[src/rtl/ifetch_unit.sv]
// Instruction fetch stage: one imem request/ack per instruction, latches word, pc and decoded immediate.
// Optional build macro IFETCH_ALIGN_CHECK_EN: a misaligned pc in IDLE traps to ERR instead of fetching.
module ifetch_unit #(
   parameter int unsigned IMEM_TIMEOUT = 15
) (
   input  logic        sysclk,
   input  logic        reset,
   input  logic [31:0] pc,
   input  logic        stall,
   input  logic        flush,
   output logic        imem_req,
   output logic [31:0] imem_addr,
   input  logic        imem_ack,
   input  logic [31:0] imem_rdata,
   output logic [31:0] instr,
   output logic [31:0] instr_pc,
   output logic        instr_valid,
   output logic [31:0] immediate,
   output logic        pc_advance,
   output logic        fetch_err
);

   typedef enum logic [2:0] {IDLE, REQ, ADV, HOLD, ERR} state_t;

   state_t     state, state_nx;
   logic [7:0] tmo_cnt;
   logic       drop;
   logic       misalign;
   logic       timeout;
   logic       discard;

`ifdef IFETCH_ALIGN_CHECK_EN
   assign misalign = (pc[1:0] != 2'b00);
`else
   assign misalign = 1'b0;
`endif

   // An ack on the final allowed REQ cycle wins over the timeout.
   assign timeout    = !imem_ack && (tmo_cnt == 8'(IMEM_TIMEOUT - 1));
   // A flush coinciding with the ack is treated like one seen earlier in REQ.
   assign discard    = drop || flush;
   assign pc_advance = (state == ADV);

   function automatic logic [31:0] decode_imm(input logic [31:0] w);
      logic [31:0] imm;
      imm = '0;
      case (w[6:0])
         7'b0010011, 7'b0000011, 7'b1100111:
            imm = {{20{w[31]}}, w[31:20]};
         7'b0100011:
            imm = {{20{w[31]}}, w[31:25], w[11:7]};
         7'b1100011:
            imm = {{19{w[31]}}, w[31], w[7], w[30:25], w[11:8], 1'b0};
         7'b0110111, 7'b0010111:
            imm = {w[31:12], 12'h000};
         7'b1101111:
            imm = {{11{w[31]}}, w[31], w[19:12], w[20], w[30:21], 1'b0};
         default:
            imm = '0;
      endcase
      return imm;
   endfunction

   always_ff @(posedge sysclk) begin
      if (reset) state <= IDLE;
      else       state <= state_nx;
   end

   always_comb begin
      state_nx = state;
      case (state)
         IDLE: state_nx = misalign ? ERR : REQ;
         REQ: begin
            if (imem_ack)     state_nx = discard ? IDLE : ADV;
            else if (timeout) state_nx = ERR;
         end
         ADV: begin
            if (flush)      state_nx = IDLE;
            else if (stall) state_nx = HOLD;
            else            state_nx = IDLE;
         end
         HOLD: begin
            if (flush || !stall) state_nx = IDLE;
         end
         ERR:     state_nx = ERR;
         default: state_nx = IDLE;
      endcase
   end

   always_ff @(posedge sysclk) begin
      if (reset) begin
         imem_req    <= 1'b0;
         imem_addr   <= '0;
         instr       <= '0;
         instr_pc    <= '0;
         instr_valid <= 1'b0;
         immediate   <= '0;
         fetch_err   <= 1'b0;
         tmo_cnt     <= '0;
         drop        <= 1'b0;
      end else begin
         case (state)
            IDLE: begin
               if (misalign) begin
                  fetch_err <= 1'b1;
               end else begin
                  imem_addr <= pc & 32'hFFFF_FFFC;
                  imem_req  <= 1'b1;
                  tmo_cnt   <= '0;
               end
            end
            REQ: begin
               if (imem_ack) begin
                  imem_req <= 1'b0;
                  if (discard) begin
                     drop <= 1'b0;
                  end else begin
                     instr       <= imem_rdata;
                     instr_pc    <= imem_addr;
                     immediate   <= decode_imm(imem_rdata);
                     instr_valid <= 1'b1;
                  end
               end else begin
                  if (flush) drop <= 1'b1;
                  if (timeout) begin
                     imem_req  <= 1'b0;
                     fetch_err <= 1'b1;
                  end else begin
                     tmo_cnt <= tmo_cnt + 8'd1;
                  end
               end
            end
            ADV, HOLD: begin
               if (flush || !stall) instr_valid <= 1'b0;
            end
            default: begin
               imem_req    <= 1'b0;
               instr_valid <= 1'b0;
            end
         endcase
      end
   end

endmodule

[config.mk]
export PLATFORM = sky130hd
export DESIGN_NAME = ifetch_unit
export DESIGN_NICKNAME = d
export VERILOG_FILES = /design/src/rtl/ifetch_unit.sv
export SDC_FILE = /design/constraint.sdc
export NUM_CORES = 1
export LEC_CHECK = 0
export BUFFER_PORTS_ARGS = -buffer_cell sky130_fd_sc_hd__buf_2
export CAP_MARGIN = 25
export CORE_MARGIN = 2
export CORE_UTILIZATION = 30
export CTS_BUF_LIST = sky130_fd_sc_hd__clkbuf_8
export CTS_CLUSTER_DIAMETER = 80
export DETAILED_ROUTE_END_ITERATION = 10
export PLACE_DENSITY = 0.63
export SYNTH_ARGS = -nofsm -noshare
export SYNTH_HDL_FRONTEND = slang
export SYNTH_SLANG_ARGS = --single-unit
export TNS_END_PERCENT = 30
[constraint.sdc]
create_clock -name sysclk -period 1.9 [get_ports sysclk]
set_input_delay 0.38 -clock sysclk [delete_from_list [all_inputs] [get_ports sysclk]]
set_output_delay 0.38 -clock sysclk [all_outputs]
set_load 0.05 [all_outputs]
==> results of run 1 <==
-- final cells by class --
cell class              count  share of cell area (%)
flip-flops and latches    139                    39.6
multi-input cells         458                    32.0
inverters                   3                   0.160
clock inverters            13                    2.29
well taps                 225                    4.00
clock buffers              19                    3.72
repair buffers            227                    18.3
-- per-layer routing --
layer | vias up | wire, um | global-route usage [%]
met4 | 0 | 358 | 6.77
met2 | 166 | 7230 | 27.0
met1 | 2277 | 6690 | 20.7
met3 | 24 | 1090 | 5.82
li1 | 2550 | - | -
met5 | - | 0 | 0
-- flip-flops by register name, indices dropped and copies added (netlist names) --
| signal | flops |
|---|---|
| tmo_cnt | 8 |
| state | 3 |
| immediate | 32 |
| instr_pc | 30 |
| instr | 32 |
| fetch_err | 1 |
| imem_addr | 30 |
| instr_valid | 1 |
| drop | 1 |
| imem_req | 1 |
-- metrics by stage --
| stage | worst slack [ns] | instances | hold WS, ns | util, % | area, sq um |
|---|---|---|---|---|---|
| after detailed placement | 0.0448 | 1052 | 0.436 | 38.5 | 6610 |
| after CTS | 0.00512 | 1084 | 0.120 | 41.0 | 7040 |
| after global routing | 0.000119 | 1084 | 0.118 | 41.0 | 7040 |
| after floorplan | 0.188 | 647 | 0.477 | - | 5250 |
| final | 0.111 | 1084 | 0.151 | 41.0 | 7040 |
| after global placement | 0.0713 | 1052 | 0.434 | 38.5 | 6610 |
-- cells in the final DEF, fill, tap and decap left out, drive strengths merged, types with 3 or more instances in the layout --
cell type | synthesis | routed
clkinv | 0 | 5
nand3 | 5 | 5
nand2 | 226 | 226
nor2 | 19 | 19
nor3 | 4 | 4
a211oi | 4 | 4
a22oi | 10 | 10
a31oi | 12 | 12
o21ai | 18 | 18
conb | 1 | 4
inv | 3 | 7
xor2 | 6 | 6
clkbuf | 37 | 19
nor2b | 4 | 4
a21oi | 109 | 109
bufinv | 0 | 3
dfxtp | 139 | 139
buf | 10 | 227
nor3b | 3 | 3
-- worst max path at each step --
stage	startpoint	to	slack (ns)
global route	state[1]	pc_advance	0.0001
finish	state[1]	pc_advance	0.11
CTS	state[1]	pc_advance	0.005
global placement	imem_rdata[3]	immediate[3]	0.07
detailed placement	imem_rdata[3]	immediate[1]	0.04
floorplan	imem_rdata[6]	immediate[4]	0.19
-- what timing repair did --
item                                    4_1_cts  5_1_grt
cloned                                        0        0
endpoints found under the setup margin        1        1
resized for setup                             1        1
-- cells by family (layout without fill, tap and decap cells) --
logic type,count (synthesis),in the layout,synth area share (%)
and+or+nand+nor,281,281,22.3
AOI/OAI and AO/OA,163,163,18.2
DFF,139,139,53.2
buffers and inverters,50,262,4.30
xor gates and xnor gates,6,6,1.00
adders and majority gates,2,2,0.478
muxes,2,2,0.502
other,1,4,0.0716
-- power breakdown --
part	switching, uW	internal, uW	total [uW]	leakage (uW)
Sequential	58.3	3000	3060	0.00113
Combinational	659	251	911	0.00173
Clock	1220	1380	2600	0.000217
Total	1940	4630	6570	0.00307
-- worst max-delay path, cell delays in order (launching register included) --
cell and delay (ns):
dfxtp_2 0.39, nor2b_1 0.20, nor2b_1 0.16, buf_4 0.21
==> metrics.md, run 1 <==
| Metric | Value |
|---|---|
| Final WL | 15400 um |
| Hold path startpoint | pc[15] |
| Vias per cell | 4.63 |
| Yosys warns | 0 |
| CTS buffer count | 17 |
| First-pass GRT wire length | 24300 um |
| Syn avg cell area | 8.13 sq um |
| Worst R2R Setup Slack | 0.18 ns |
| Total grt overflow | 0 |
| Die height | 136 um |
| Die X | 136 um |
| Synth Flop Type | dfxtp_1 |
| Core Box Area | 17200 sq um |
| Critical path type | reg2out |
| Clock transition at path regs | 0.08 ns |
| WP data required | 1.52 ns |
| Clk sinks | 139 |
| H-tree depth | 4 |
| Layout cells sized above 1 | 32.4% |
| # rows | 48 |
| Worst-Margin Slew | 0.578 ns |
| Dominant cell type by area after synthesis | dfxtp_1 |
| Antenna violations before repair | 0 |
| First drt pass iteration count | 4 |
| Critical path capture point type | primary output |
| CTS tree | yes |
| Starting density of the core | 30.5% |
| Post-Synthesis Cells | 644 |
| Max Cap Violations | 0 |
| Most common cell in the synthesized netlist | nand2_1 |
| Routed len/inst | 14.2 um |
| Largest net degree at the start of global routing | 49 |
| Outcome | complete, no violations |
| Worst slew margin | 61.2% |
| ANT cells | 0 |
| Fmax | 0.559 GHz |
| Post-synth ARST share | 0% |
| Die area | 18500 sq um |
| HP Class | in2reg |
| Nets | 917 |
| RSZ-0062 raised after global routing | no |
| Clock Tree Buf Depth | 2 |
| Area growth, synth to finish | 34.4% |
| Hold-fix buffers at CTS | 0 |
| Total track usage | 16.9% |
| DRC violations left | 0 |
| Distinct cells, synth | 48 |
| Final count of hold timing violations | 0 |
| Register area | 2780 sq um |
| Port Buffers | 194 |
| Post-CTS setup buffers | 0 |
| Fillers | 1827 |
| Post-synth EDFFs | 0 |
| Crit path time final | 1.79 ns |
| # IOs | 201 |
| Area of the multi-input gates | 2250 sq um |
| Period utilization | 94.2% |
| Mapped cell area | 5240 sq um |
| Drt first-iter violations | 319 |
| Worst Hold End | imem_addr[15] |
| DRT antenna net count | 0 |
| GPL Wtd Cong | 0.804 |
| CP Launch Type | register |
| CP max FO | 7 |
| PD cells | 934 nW/um^2 |
| Leak | 0.00307 uW |
| Min-Delay Path Depth | 3 |
| Clk_skew | 0.0135 ns |
| Max-slew violations | 0 |
| Final Setup Violations | 0 |
| FF-to-FF path depth | 5 |
| Maximum vdd drop | 0.387 mV |
| Vias post-DR | 5017 |
| Vias in the first global route | 4722 |
| Root Driver | clkbuf_8 |
| Design Power | 6570 uW |
| Setup TNS | 0 ns |
| Number of synthesized register bits | 139 |
| FF-to-FF End | tmo_cnt[1] |
| Share of the synthesized area in the top cell type | 53.2% |
| Post-DP HPWL | 10700 um |
| Critical Path AT | 1.41 ns |
| Synth area leaders | dfxtp_1 (53%), nand2_1 (16%), a21oi_1 (10%) |
| Post-synth top cells | nand2_1 (226), dfxtp_1 (139), a21oi_1 (109) |
| Reg-to-reg critical path startpoint | state[0] |
| Worst skew pair latency | 0.46 ns |
| Seq/Total Area, Yosys | 53.2% |
No activity file was read; power rests on OpenSTA's default activity.
==> inputs of run 2 (changes only) <==
--- a/config.mk
+++ b/config.mk
@@ -8,11 +8,11 @@
 export BUFFER_PORTS_ARGS = -buffer_cell sky130_fd_sc_hd__buf_2
 export CAP_MARGIN = 25
 export CORE_MARGIN = 2
-export CORE_UTILIZATION = 30
+export CORE_UTILIZATION = 50
 export CTS_BUF_LIST = sky130_fd_sc_hd__clkbuf_8
 export CTS_CLUSTER_DIAMETER = 80
 export DETAILED_ROUTE_END_ITERATION = 10
-export PLACE_DENSITY = 0.63
+export PLACE_DENSITY = 0.91
 export SYNTH_ARGS = -nofsm -noshare
 export SYNTH_HDL_FRONTEND = slang
 export SYNTH_SLANG_ARGS = --single-unit
==> run 2 against run 1 <==
  * Clock power fell by 2%
  * Worst setup slack got worse by 0.047 ns
  * First-iteration DRC count fell by 17%
  * Register-to-register slack got worse by 0.10 ns
  * Critical path depth did not move
  * Die area fell by 39%
  * Maximum frequency fell by 2.6%
  * Cell area fell by 2.9%
  * Via count rose by 3.5%
  * Largest cell class unchanged
==> metrics.md, run 2 (synthesis results as in run 1) <==
| Metric | Value |
|---|---|
| Clk_skew | 0.0128 ns (-0.000663 ns) |
| Nets | 909 (-0.87%) |
| Post-DP HPWL | 10000 um (-6.6%) |
| Root Driver | clkbuf_8 |
| # rows | 37 (-23%) |
| Critical path capture point type | primary output |
| DR WL met3 | 1090 um (+0.37%) |
| Worst-Margin Slew | 0.534 ns (-0.0447 ns) |
| Setup TNS | 0 ns (unchanged) |
| Fmax | 0.545 GHz (-2.6%) |
| Final count of hold timing violations | 0 (unchanged) |
| Placed Area | 6380 sq um (-3.5%) |
| Vias post-DR | 5194 (+3.5%) |
| Final Setup Violations | 0 (unchanged) |
| Worst skew pair latency | 0.44 ns (-0.02 ns) |
| Clk pwr share | 39.2% (-0.4 points) |
| Max Cap Violations | 0 (unchanged) |
| Die height | 106 um (-22%) |
| Placed insts | 953 (-9.4%) |
| RSZ-0062 raised after global routing | yes |
| Clk sinks | 139 (unchanged) |
| First drt pass iteration count | 6 (+2) |
| Drt first-iter violations | 265 (-17%) |
| Maximum vdd drop | 0.522 mV (+35%) |
| DRT antenna net count | 0 (unchanged) |
| CP max FO | 7 (unchanged) |
| Total track usage | 24.7% (+7.9 points) |
| Combinational group share of total power | 13.6% (-0.3 points) |
| Non-Filler Instances | 986 (-9.0%) |
| Vias per cell | 5.27 (+14%) |
| CP Launch Type | register |
| Antenna violations before repair | 0 (unchanged) |
| Die X | 106 um (-22%) |
| Area growth, synth to finish | 30.6% |
| Uppermost layer routed | met4 |
| Min-Delay Path Depth | 3 (unchanged) |
| # IOs | 201 (unchanged) |
| Outcome | complete, no violations |
| WP data required | 1.52 ns (about the same) |
| HP Class | in2reg |
| ANT cells | 0 (unchanged) |
| Period utilization | 96.6% (+2.5 points) |
| Critical path type | reg2out |
| Total grt overflow | 0 (unchanged) |
| H-tree depth | 4 (unchanged) |
| Die area | 11300 sq um (-39%) |
| PD cells | 950 nW/um^2 (+1.7%) |
| Internal power | 4680 uW (+1.1%) |
| FF-to-FF path depth | 6 (+1) |
| CTS tree | yes |
| Leading cell type in the layout, fill and taps excluded | nand2_1 |
| NetSw | 1810 uW (-6.8%) |
| Met1 WL | 5810 um (-13%) |
| Core Box Area | 10200 sq um (-40%) |
| Met2 wire length | 6850 um (-5.2%) |
| GPL Wtd Cong | 0.883 (+9.9%) |
| Crit path time final | 1.84 ns (+0.0468 ns) |
| Starting density of the core | 51.2% (+21 points) |
| Commonest cells after routing, fill and taps aside | nand2_1 (225), buf_2 (193), dfxtp_1 (136), a21oi_1 (109), buf_4 (24) |
| CTS buffer count | 17 (unchanged) |
| Clock Tree Buf Depth | 2 (unchanged) |
| Leak | 0.00301 uW (-2.0%) |
| Largest net degree at the start of global routing | 49 (unchanged) |
| Top Registers | immediate (32), instr (32) |
| Vias in the first global route | 4857 (+2.9%) |
| Max-slew violations | 0 (unchanged) |
| First-pass GRT wire length | 22300 um (-8.0%) |
| Sequential Power Share | 47.2% (+0.6 points) |
| Sw Share | 27.9% (-1.7 points) |
| Final WL | 14200 um (-7.9%) |
| Layout cells sized above 1 | 32.0% (-0.36 points) |
| Port Buffers | 194 (unchanged) |
| Clock transition at path regs | 0.08 ns (about the same) |
| Routed len/inst | 14.4 um (+1.3%) |
| Fillers | 864 (-53%) |
| DRC violations left | 0 (unchanged) |
| Final instance area | 6840 sq um (-2.9%) |
| Worst slew margin | 64.4% (+3.2 points) |
| Critical Path AT | 1.46 ns (+0.05 ns) |
## run 2: cell count changes in the layout (fill, tap and decap cells not counted), sizes merged
cell	delta
clkbuf	-1
clkinv	+1
inv	-3
buf	-8
bufinv	+1
clkinvlp	+1
## run 2: worst max-delay path, cell delays in order, from the launching register on
cell and delay, ns:
dfxtp_2 0.42, nor2b_2 0.20, nor2b_1 0.18, buf_4 0.23
## run 2: repair_timing
action	4_1_cts	5_1_grt
pin swaps	0	1
hold endpoints to repair	0	0
resized for setup	1	7
hold buffers	0	0
gates cloned	0	1
endpoints found under the setup margin	1	29
buffers inserted	0	1
## run 2: power by group through the flow
stage                     Clock (uW)  Sequential (uW)  Combinational (uW)
after floorplan                    0             3430                 299
after global placement             0             3130                 861
after detailed placement           0             3130                 873
after CTS                       2570             3060                 876
after global routing            2710             3080                 940
final                           2540             3070                 882
## run 2: final timing paths
check / start / slack, ns / endpoint
worst max register to register: state[2] / 0.08 / tmo_cnt[5]
worst min register to register: fetch_err / 0.45 / fetch_err
worst min-delay path: pc[15] / 0.17 / imem_addr[15]
worst max-delay path: state[1] / 0.06 / pc_advance
## run 2: cell type report
class | count | area, sq um | share of cell area, %
well taps | 136 | 170 | 2.49
clock inverters | 13 | 176 | 2.58
repair buffers | 219 | 1190 | 17.3
multi-input cells | 458 | 2260 | 33.0
flip-flops and latches | 139 | 2790 | 40.8
inverters | 3 | 11.3 | 0.165
clock buffers | 18 | 248 | 3.62
## run 2: through the flow
step                total power (uW)  hold WS, ns  util, %  worst slack [ns]
CTS                             6510        0.156     66.6            0.0245
detailed placement              4000        0.436     62.4           0.00276
global route                    6720        0.151     66.8           -0.0141
global placement                3990        0.432     62.4            0.0589
finish                          6490        0.172     66.8            0.0637
floorplan                       3730        0.477        -             0.188
## run 2: layer usage
metal | vias to the layer above | GRT usage, %
met1 | 2398 | 28.6
met4 | 0 | 12.5
met3 | 35 | 7.30
li1 | 2538 | -
met2 | 223 | 41.5
met5 | - | 0
